`src/rtl/pc_unit.sv`:
```
// Program counter stage feeding address_bus: increment, bus/latch/vector loads,
// and relative branches with a one-cycle high-byte fix-up on page crossing.
module pc_unit #(
  parameter logic [15:0] RESET_PC = 16'hFFFC
) (
  input  logic       fclk,
  input  logic       resb,
  input  logic       cyc_en,
  input  logic       rdy,
  input  logic [2:0] pc_op,
  input  logic       branch_take,
  input  logic [7:0] branch_offset,
  input  logic [1:0] vec_sel,
  input  logic [7:0] ab_pch,
  input  logic [7:0] ab_pcl,
  input  logic [7:0] dl_a,
  input  logic [7:0] dl_b,
  output logic [7:0] PCH_in,
  output logic [7:0] PCL_in,
  output logic       busy,
  output logic       page_cross
);

  typedef enum logic {
    S_IDLE  = 1'b0,
    S_FIXUP = 1'b1
  } state_t;

  typedef enum logic [2:0] {
    OP_HOLD   = 3'b000,
    OP_INC    = 3'b001,
    OP_LDBUS  = 3'b010,
    OP_LDLAT  = 3'b011,
    OP_BRANCH = 3'b100,
    OP_VECTOR = 3'b101
  } pc_op_t;

  state_t     r_state;
  state_t     w_state_nxt;
  logic [7:0] r_pch;
  logic [7:0] r_pcl;
  logic [7:0] w_pch_nxt;
  logic [7:0] w_pcl_nxt;
  logic       r_dir_back;
  logic       w_dir_back_nxt;
  logic       r_page_cross;
  logic       w_page_cross_nxt;
  logic       w_en;
  logic [8:0] w_sum;
  logic       w_cross;
  logic [7:0] w_vec_lo;

  assign w_en  = cyc_en & rdy;
  assign w_sum = {1'b0, r_pcl} + {1'b0, branch_offset};
  // A backward offset is +256-|d| in 9 bits, so no carry means we left the page.
  assign w_cross = branch_offset[7] ? ~w_sum[8] : w_sum[8];

  always_comb begin
    case (vec_sel)
      2'b00:   w_vec_lo = 8'hFA;
      2'b01:   w_vec_lo = 8'hFC;
      default: w_vec_lo = 8'hFE;
    endcase
  end

  always_comb begin
    w_state_nxt      = r_state;
    w_pch_nxt        = r_pch;
    w_pcl_nxt        = r_pcl;
    w_dir_back_nxt   = r_dir_back;
    w_page_cross_nxt = 1'b0;
    if (w_en) begin
      case (r_state)
        S_IDLE: begin
          case (pc_op)
            OP_INC:    {w_pch_nxt, w_pcl_nxt} = {r_pch, r_pcl} + 16'd1;
            OP_LDBUS:  {w_pch_nxt, w_pcl_nxt} = {ab_pch, ab_pcl};
            OP_LDLAT:  {w_pch_nxt, w_pcl_nxt} = {dl_a, dl_b};
            OP_VECTOR: {w_pch_nxt, w_pcl_nxt} = {8'hFF, w_vec_lo};
            OP_BRANCH: begin
              if (branch_take) begin
                w_pcl_nxt = w_sum[7:0];
                if (w_cross) begin
                  w_dir_back_nxt   = branch_offset[7];
                  w_state_nxt      = S_FIXUP;
                  w_page_cross_nxt = 1'b1;
                end
              end
            end
            default: ;
          endcase
        end
        S_FIXUP: begin
          w_pch_nxt   = r_dir_back ? r_pch - 8'd1 : r_pch + 8'd1;
          w_state_nxt = S_IDLE;
        end
        default: w_state_nxt = S_IDLE;
      endcase
    end
  end

  always_ff @(posedge fclk) begin
    if (!resb) begin
      r_state      <= S_IDLE;
      r_pch        <= RESET_PC[15:8];
      r_pcl        <= RESET_PC[7:0];
      r_dir_back   <= 1'b0;
      r_page_cross <= 1'b0;
    end else begin
      r_state      <= w_state_nxt;
      r_pch        <= w_pch_nxt;
      r_pcl        <= w_pcl_nxt;
      r_dir_back   <= w_dir_back_nxt;
      r_page_cross <= w_page_cross_nxt;
    end
  end

  assign PCH_in     = r_pch;
  assign PCL_in     = r_pcl;
  assign busy       = (r_state == S_FIXUP);
  assign page_cross = r_page_cross;

endmodule

```
`config.mk`:
```
export PLATFORM = sky130hd
export DESIGN_NAME = pc_unit
export DESIGN_NICKNAME = d
export VERILOG_FILES = /design/src/rtl/pc_unit.sv
export SDC_FILE = /design/constraint.sdc
export NUM_CORES = 1
export LEC_CHECK = 0
export ABC_AREA = 1
export BUFFER_PORTS_ARGS = -buffer_cell sky130_fd_sc_hd__clkbuf_2
export CAP_MARGIN = 15
export CORE_UTILIZATION = 55
export CTS_CLUSTER_DIAMETER = 60
export DETAILED_ROUTE_END_ITERATION = 7
export HOLD_SLACK_MARGIN = 0.06
export PLACE_DENSITY_LB_ADDON = 0.12
export SLEW_MARGIN = 20
export SYNTH_ARGS = -nofsm -noshare
export SYNTH_HDL_FRONTEND = slang
export SYNTH_SLANG_ARGS = --single-unit
```
`constraint.sdc`:
```
create_clock -name fclk -period 5.05 [get_ports fclk]
set_input_delay 0.7575 -clock fclk [delete_from_list [all_inputs] [get_ports fclk]]
set_output_delay 0.7575 -clock fclk [all_outputs]
set_load 0.05 [all_outputs]
```
==> results of run 1 <==
-- where the power goes --
group	total (W)	internal, W	leakage (nW)	switching, W
logic	0.000214	0.0000747	1.53	0.000139
registers	0.000172	0.000157	0.155	0.0000154
clock network	0.000113	0.0000550	0.0255	0.0000579
total	0.000499	0.000287	1.72	0.000213
-- through the flow --
step / power, W / hold slack [ns] / utilization (%) / setup WS [ns] / instance area [µm²]
global placement: 0.0003801 / 0.5709 / 67.31 / 2.450 / 2731
finish: 0.0004995 / 0.5886 / 68.46 / 2.826 / 2778
CTS: 0.0004948 / 0.5819 / 68.46 / 2.613 / 2778
global route: 0.0005355 / 0.6416 / 68.46 / 2.596 / 2778
detailed placement: 0.0003855 / 0.5712 / 67.31 / 2.336 / 2731
floorplan: 0.0003257 / 0.5572 / - / 2.910 / 2367
-- per-layer routing --
layer	track usage [%]	part of all wire [%]
met5	0	0
met4	3.989	0.35
met3	2.365	7.8
met2	53.34	45
met1	45.77	47
-- synth_stat cells, drive strengths merged --
library cell	count	area share (%)
ha	15	7.9
xnor2	1	0.37
inv	71	11
or2	1	0.26
buf	4	1.1
a21oi	28	5.9
xor2	2	0.74
nand2	160	25
a22oi	2	0.63
clkinv	1	0.16
nand3	50	11
o22a	1	0.37
dfxtp	19	16
o21bai	1	0.32
fa	2	1.7
nor2	34	5.5
nor3	2	0.90
nand3b	4	1.3
nand4	10	2.6
clkbuf	2	0.32
o31ai	1	0.32
o21ai	26	6.0
-- path summary, 6_finish.rpt --
kind	slack [ns]	from	cells after the start	endpoint
setup reg to reg	3.05	PCL_in[0]$_SDFFE_PN0P_	7	PCL_in[2]$_SDFFE_PN1P_
hold / removal	0.59	PCL_in[2]$_SDFFE_PN1P_	2	PCL_in[2]$_SDFFE_PN1P_
hold reg to reg	0.59	PCL_in[2]$_SDFFE_PN1P_	2	PCL_in[2]$_SDFFE_PN1P_
setup / recovery	2.83	pc_op[2]	11	PCH_in[7]$_SDFFE_PN1P_
-- tightest hold or removal path, cell delays in order (launching register included) --
cell     delay [ns]
dfxtp_1        0.38
nand2_1        0.10
nand3_1        0.06
-- cell families after synthesis --
group                      count (synthesis)
and+or+nand+nor                          261
buffers and inverters                     78
AOI/OAI and AO/OA                         59
DFF                                       19
adders and majority gates                 17
xor gates and xnor gates                   3
-- layout make-up --
type                            instances  area share [%]
Tap cell                               50           2.252
Sequential cell                        19           13.69
Multi-Input combinational cell        340           60.59
Timing Repair Buffer                   67           12.07
Clock inverter                          1          0.1802
Clock buffer                            3           1.486
Inverter                               72           9.730
-- state kept, by name (all words and copies together), names as in the netlist --
name and flops:
r_dir_back 1, busy 1, page_cross 1, PCL_in 8
PCH_in 8
-- cells in the final DEF, fill, tap and decap left out, drive strengths merged, types with 10 or more instances in the layout --
cell    Yosys  final
nand2     160    160
nand4      10     10
nor2       34     34
a21oi      28     28
nand3      50     50
ha         15     15
o21ai      26     26
clkbuf      2     70
dfxtp      19     19
inv        71     71
==> out/qor.yml, run 1 <==
status: "complete, no violations"
syn_area_um2: 2367
vias: 2965
syn_nets: 504
post_cts_buffers: 0
avgViaCountPerCell: 5.371
cp_top_family: "simple AND/OR/NAND/NOR gates"
start_util_pct: 58.34
max_freq_mhz: 449.6
cpMostUsedCell: "nand2_1"
worst_pin_slew_ns: 0.7673
yosysSeqAreaShare_pct: 16.07
n_fill_cell: 396
ant_nets: 0
grt_overflow: 0
route.detailed.drc: 0
slowest_delay_ns: 0.58
cp_slowest_cell: "nor2_1"
cts-root-buf: "clkbuf_8"
yosys_warnings: 0
synth-adder-area-share_pct: 9.619
rsz0062_at_grt: "no"
slew_viol_final: 0
synth_seq_cells: 19
drt_wl_total_um: 6900
clockBufferDepth: 2
wl_per_cell_um: 12.50
cts_tree: "built"
critical_path_class: "input port to register"
dr.first_iter.drc_count: 197
hpwl_um: 5450
crit_chain: "clkbuf_2, inv_1, nand2_1, nor2_1, inv_1, o21ai_0, nor2_1, nand2_1, nand2_1, nand2_1, nand2_1"
dp_cells: 548
ctsResizeCount: 0
yosysUniqueCellTypes: 29
synth.avg_cell_area_um2: 5.417
relSlewSlack_pct: 48.50
fin_crit_sh_pct: 44.05
setup_tns_ns: 0
path_buf_inv: 3
p_leak_nw: 1.716
muxShareOfSynthArea_pct: 0
clk_pin_slew_ns: 0.09
synth-compound-area-share_pct: 13.53
grt_pass1_wl_um: 11180
fin_cells: 552
die_area_um2: 4570
worstSetupEndpointType: "register"
nNetsFinal: 570
rows: 23
first_pass_iters: 5
grt_pass1_vias: 2532
io_pins: 68
drive_gt1_share_pct: 15.34
required_ns: 5.22
diodes: 0
antenna_found_initial: 0
grt_usage_pct: 32.09
fp.dieW_um: 67.61
gp_congestion: 0.8689
netlist_instances: 437
powerDensity_nw_per_um2: 179.8
core_area_um2: 4058
cts_hold_buf: 0
period_needed_ns: 2.224
htreeDepth: 1
cts_sinks: 19
worstPathMaxFanout: 12
port_buffers: 67
synthToLayoutAreaGrowth_pct: 17.34
clk-insertion-delay-late_ns: 0.26
start_kind: "input port"
grt_max_degree: 15
synth-simple-area-share_pct: 46.83
fin_skew_ns: 0.009121
min_path_type: "register to register"
die_y_um: 67.61
yosys.area_share.xor_xnor_pct: 1.110
cts_made_buffers: 3
setup_viol: 0
synth_top_family_by_area: "simple AND/OR/NAND/NOR gates"
drv_cap: 0
multiInputGateArea_um2: 1683
vdd_ir_drop_max_mv: 0.1184
finalHoldViolCount: 0
register_area_um2: 380.4
worstPathArrival_ns: 2.39
Power figures use the tool's default switching activity.
==> inputs of run 2 (changes only) <==
--- a/config.mk
+++ b/config.mk
@@ -5,10 +5,10 @@
 export SDC_FILE = /design/constraint.sdc
 export NUM_CORES = 1
 export LEC_CHECK = 0
-export ABC_AREA = 1
+export ABC_AREA = 0
 export BUFFER_PORTS_ARGS = -buffer_cell sky130_fd_sc_hd__clkbuf_2
 export CAP_MARGIN = 15
-export CORE_UTILIZATION = 55
+export CORE_UTILIZATION = 48
 export CTS_CLUSTER_DIAMETER = 60
 export DETAILED_ROUTE_END_ITERATION = 7
 export HOLD_SLACK_MARGIN = 0.06
==> constraint.sdc (replaced) <==
create_clock -name fclk -period 1.95 [get_ports fclk]
set_input_delay 0.2925 -clock fclk [delete_from_list [all_inputs] [get_ports fclk]]
set_output_delay 0.2925 -clock fclk [all_outputs]
set_load 0.05 [all_outputs]
==> out/qor.yml, run 2 <==
status: "finished, violations left"  # was complete, no violations
violations: "design-rule violations, negative setup slack"
fp.dieW_um: 71.26  # was 67.61 µm
drive_gt1_share_pct: 42.09  # was 15.34%
dpl_worst_slack_ns: -0.06416  # was 2.336 ns
hpwl_um: 5650  # was 5450 µm
max_freq_mhz: 511.5
path_buf_inv: 0  # was 3
ant_nets: 0  # unchanged
async_flop_share_pct: 0  # unchanged
synth_seq_cells: 19  # unchanged
cp_slowest_cell: "or4b_1"  # was nor2_1
netlist_instances: 291  # was 437
synth_edf_count: 0  # unchanged
muxShareOfSynthArea_pct: 4.891  # was 0%
grt_pass1_vias: 2526  # was 2532
yosysTopAreaCell: "dfxtp_1"  # was nand2_1
r2r_slack_ns: -0.005  # was 3.05 ns
min_path_type: "input port to register"  # was register to register
synthToLayoutAreaGrowth_pct: 38.64  # was 17.34%
setup_viol: 1  # was 0
synth-compound-area-share_pct: 31.52  # was 13.53%
synth.avg_cell_area_um2: 7.911  # was 5.417 µm²
relSlewSlack_pct: 63.72  # was 48.50%
final_cell_mix: "clkbuf_2 (67), buf_4 (44), nor2_1 (21)"  # was nand2_1 (159), inv_1 (71), clkbuf_2 (67)
port_buffers: 67  # unchanged
clk-insertion-delay-late_ns: 0.27  # was 0.26 ns
post_cts_buffers: 0  # unchanged
grt_pass1_wl_um: 12100  # was 11180 µm
rows: 24  # was 23
grt_overflow: 0  # unchanged
first_pass_iters: 7  # was 5
cts_hold_buf: 0  # unchanged
synth-simple-area-share_pct: 27.99  # was 46.83%
worstPathMaxFanout: 3  # was 12
grt_max_degree: 19  # was 15
drv_cap: 0  # unchanged
powerDensity_nw_per_um2: 424.7  # was 179.8 nW/µm²
finalHoldViolCount: 0  # unchanged
period_needed_ns: 1.955
synth-adder-area-share_pct: 9.891  # was 9.619%
start_util_pct: 51.45  # was 58.34%
syn_area_um2: 2302  # was 2367 µm²
clk_pin_slew_ns: 0.08  # was 0.09 ns
yosysUniqueCellTypes: 64  # was 29
route.detailed.drc: 5  # was 0
core_area_um2: 4474  # was 4058 µm²
die_area_um2: 5077  # was 4570 µm²
cts_tree: "built"  # unchanged
vias: 2787  # was 2965
fin_ws_ns: -0.004959  # was 2.826 ns
synth.area.top_cells: "dfxtp_1 (17%), ha_1 (8.2%), o21ai_0 (4.8%), a21oi_1 (4.6%), xnor2_1 (4.2%)"  # was nand2_1 (25%), dfxtp_1 (16%), inv_1 (11%), nand3_1 (10%), ha_1 (7.9%)
p_leak_nw: 1.423  # was 1.716 nW
slowest_delay_ns: 0.50  # was 0.58 ns
cts-root-buf: "clkbuf_8"  # unchanged
crit_chain: "ha_4, fa_2, a211oi_2, or3_4, o2bb2ai_2, or4b_1, nand3_1"  # was clkbuf_2, inv_1, nand2_1, nor2_1, inv_1, o21ai_0, nor2_1, nand2_1, nand2_1, nand2_1, nand2_1
grt_usage_pct: 29.58  # was 32.09%
worst_pin_slew_ns: 0.5442  # was 0.7673 ns
rsz0062_at_grt: "yes"  # was no
nNetsFinal: 460  # was 570
slew_viol_final: 0  # unchanged
synth_ff_type: "dfxtp_1"  # unchanged
synth_top_family_by_area: "compound AO/OA/AOI/OAI gates"  # was simple AND/OR/NAND/NOR gates
avgViaCountPerCell: 6.277  # was 5.371
yosys.area_share.xor_xnor_pct: 4.946  # was 1.110%
ys_top_cells_by_count: "o21ai_0 (22), a21oi_1 (21), nor2_1 (21)"  # was nand2_1 (159), inv_1 (71), nand3_1 (49)
worstSetupEndpointType: "register"  # unchanged
syn_nets: 358  # was 504
diodes: 0  # unchanged
fin_skew_ns: 0.002112  # was 0.009121 ns
setup_tns_ns: -0.004959  # was 0 ns
cts_sinks: 19  # unchanged
gp_congestion: 0.9194  # was 0.8689
p_total_w: 0.001356  # was 0.0004995 W
dr.first_iter.drc_count: 293  # was 197
die_y_um: 71.26  # was 67.61 µm
cts_made_buffers: 3  # unchanged
wl_per_cell_um: 16.61  # was 12.50 µm
critical_path_class: "register to register"  # was input port to register
io_pins: 68  # unchanged
drt_wl_total_um: 7374  # was 6900 µm
cp_top_family: "simple AND/OR/NAND/NOR gates"  # unchanged
fin_crit_sh_pct: 100.3
yosys_warnings: 0  # unchanged
required_ns: 2.17  # was 5.22 ns
yosysTopAreaCellShare_pct: 16.52  # was 25.21%
antenna_found_initial: 0  # unchanged
htreeDepth: 1  # unchanged
clockBufferDepth: 2  # unchanged
worstPathArrival_ns: 2.17  # was 2.39 ns
final_common_cell: "clkbuf_2"  # was nand2_1
vdd_ir_drop_max_mv: 0.3219  # was 0.1184 mV
synth_most_common_cell: "o21ai_0"  # was nand2_1
start_kind: "register"  # was input port
yosysSeqAreaShare_pct: 16.52  # was 16.07%
## run 2: cell types whose count changed after synthesis, sizes merged, moves of 7 or more
cell,delta
mux2i,+9
nand2,-148
o211ai,+7
a211oi,+11
inv,-62
nand3,-34
xnor2,+10
a221o,+9
nor2,-13
## run 2: cells by family (layout without fill, tap and decap cells)
logic type               count (synthesis)  in the layout
XOR/XNOR                                13             13
AO/OA/AOI/OAI                          103            103
flip-flops                              19             19
adder cells (fa/ha/maj)                 17             17
AND/OR/NAND/NOR                        105            105
multiplexers                            11             11
buffers and inverters                   23            124
## run 2: power by group
| group | switching [W] | internal (W) | leakage [nW] |
|---|---|---|---|
| clock | 0.000160 | 0.000143 | 0.0255 |
| sequential | 0.0000186 | 0.000402 | 0.153 |
| combinational | 0.000351 | 0.000281 | 1.24 |
## run 2: worst reg2reg max path, cell delays in order, from the launching register on
cell       delay [ns]
dfxtp_4          0.37
ha_4             0.13
fa_2             0.22
a211oi_2         0.08
or3_4            0.38
o2bb2ai_2        0.15
or4b_1           0.50
nand3_1          0.07
## run 2: path summary, 6_finish.rpt
check,startpoint,endpoint,cells past startpoint
worst max register to register,PCL_in[0]$_SDFFE_PN0P_,busy$_SDFFE_PN0P_,7
worst min register to register,PCH_in[7]$_SDFFE_PN1P_,PCH_in[7]$_SDFFE_PN1P_,1
worst min-delay path,branch_offset[7],r_dir_back$_SDFFE_PN0P_,3
worst max-delay path,PCL_in[0]$_SDFFE_PN0P_,busy$_SDFFE_PN0P_,7
## run 2: through the flow
step	utilization [%]	hold WS, ns	instances	area [µm²]
global placement	67.90	0.5583	440	3038
global route	71.34	0.3933	444	3192
CTS	68.96	0.3524	444	3085
finish	71.34	0.3595	444	3192
floorplan	-	0.4694	291	2375
detailed placement	67.90	0.5558	440	3038
## run 2: layout make-up
type                            count  area [µm²]
Clock buffer                        3       41.29
Clock inverter                      1       5.005
Fill cell                         364        1282
Inverter                            9       33.78
Multi-Input combinational cell    249        1969
Sequential cell                    19       411.6
Tap cell                           52       65.06
Timing Repair Buffer              111       665.6
## run 2: timing repair
item | 4_1_cts | 5_1_grt
pin swaps | 0 | 6
endpoints found under the setup margin | 3 | 11
gates resized for setup | 1 | 20
## run 2: layer usage
layer | track usage [%] | vias to the layer above | routed length (µm)
li1 | - | 1338 | -
met3 | 4.360 | 9 | 606
met2 | 48.15 | 130 | 3405
met1 | 42.79 | 1310 | 3316
met4 | 3.333 | 0 | 45
met5 | 0 | - | 0
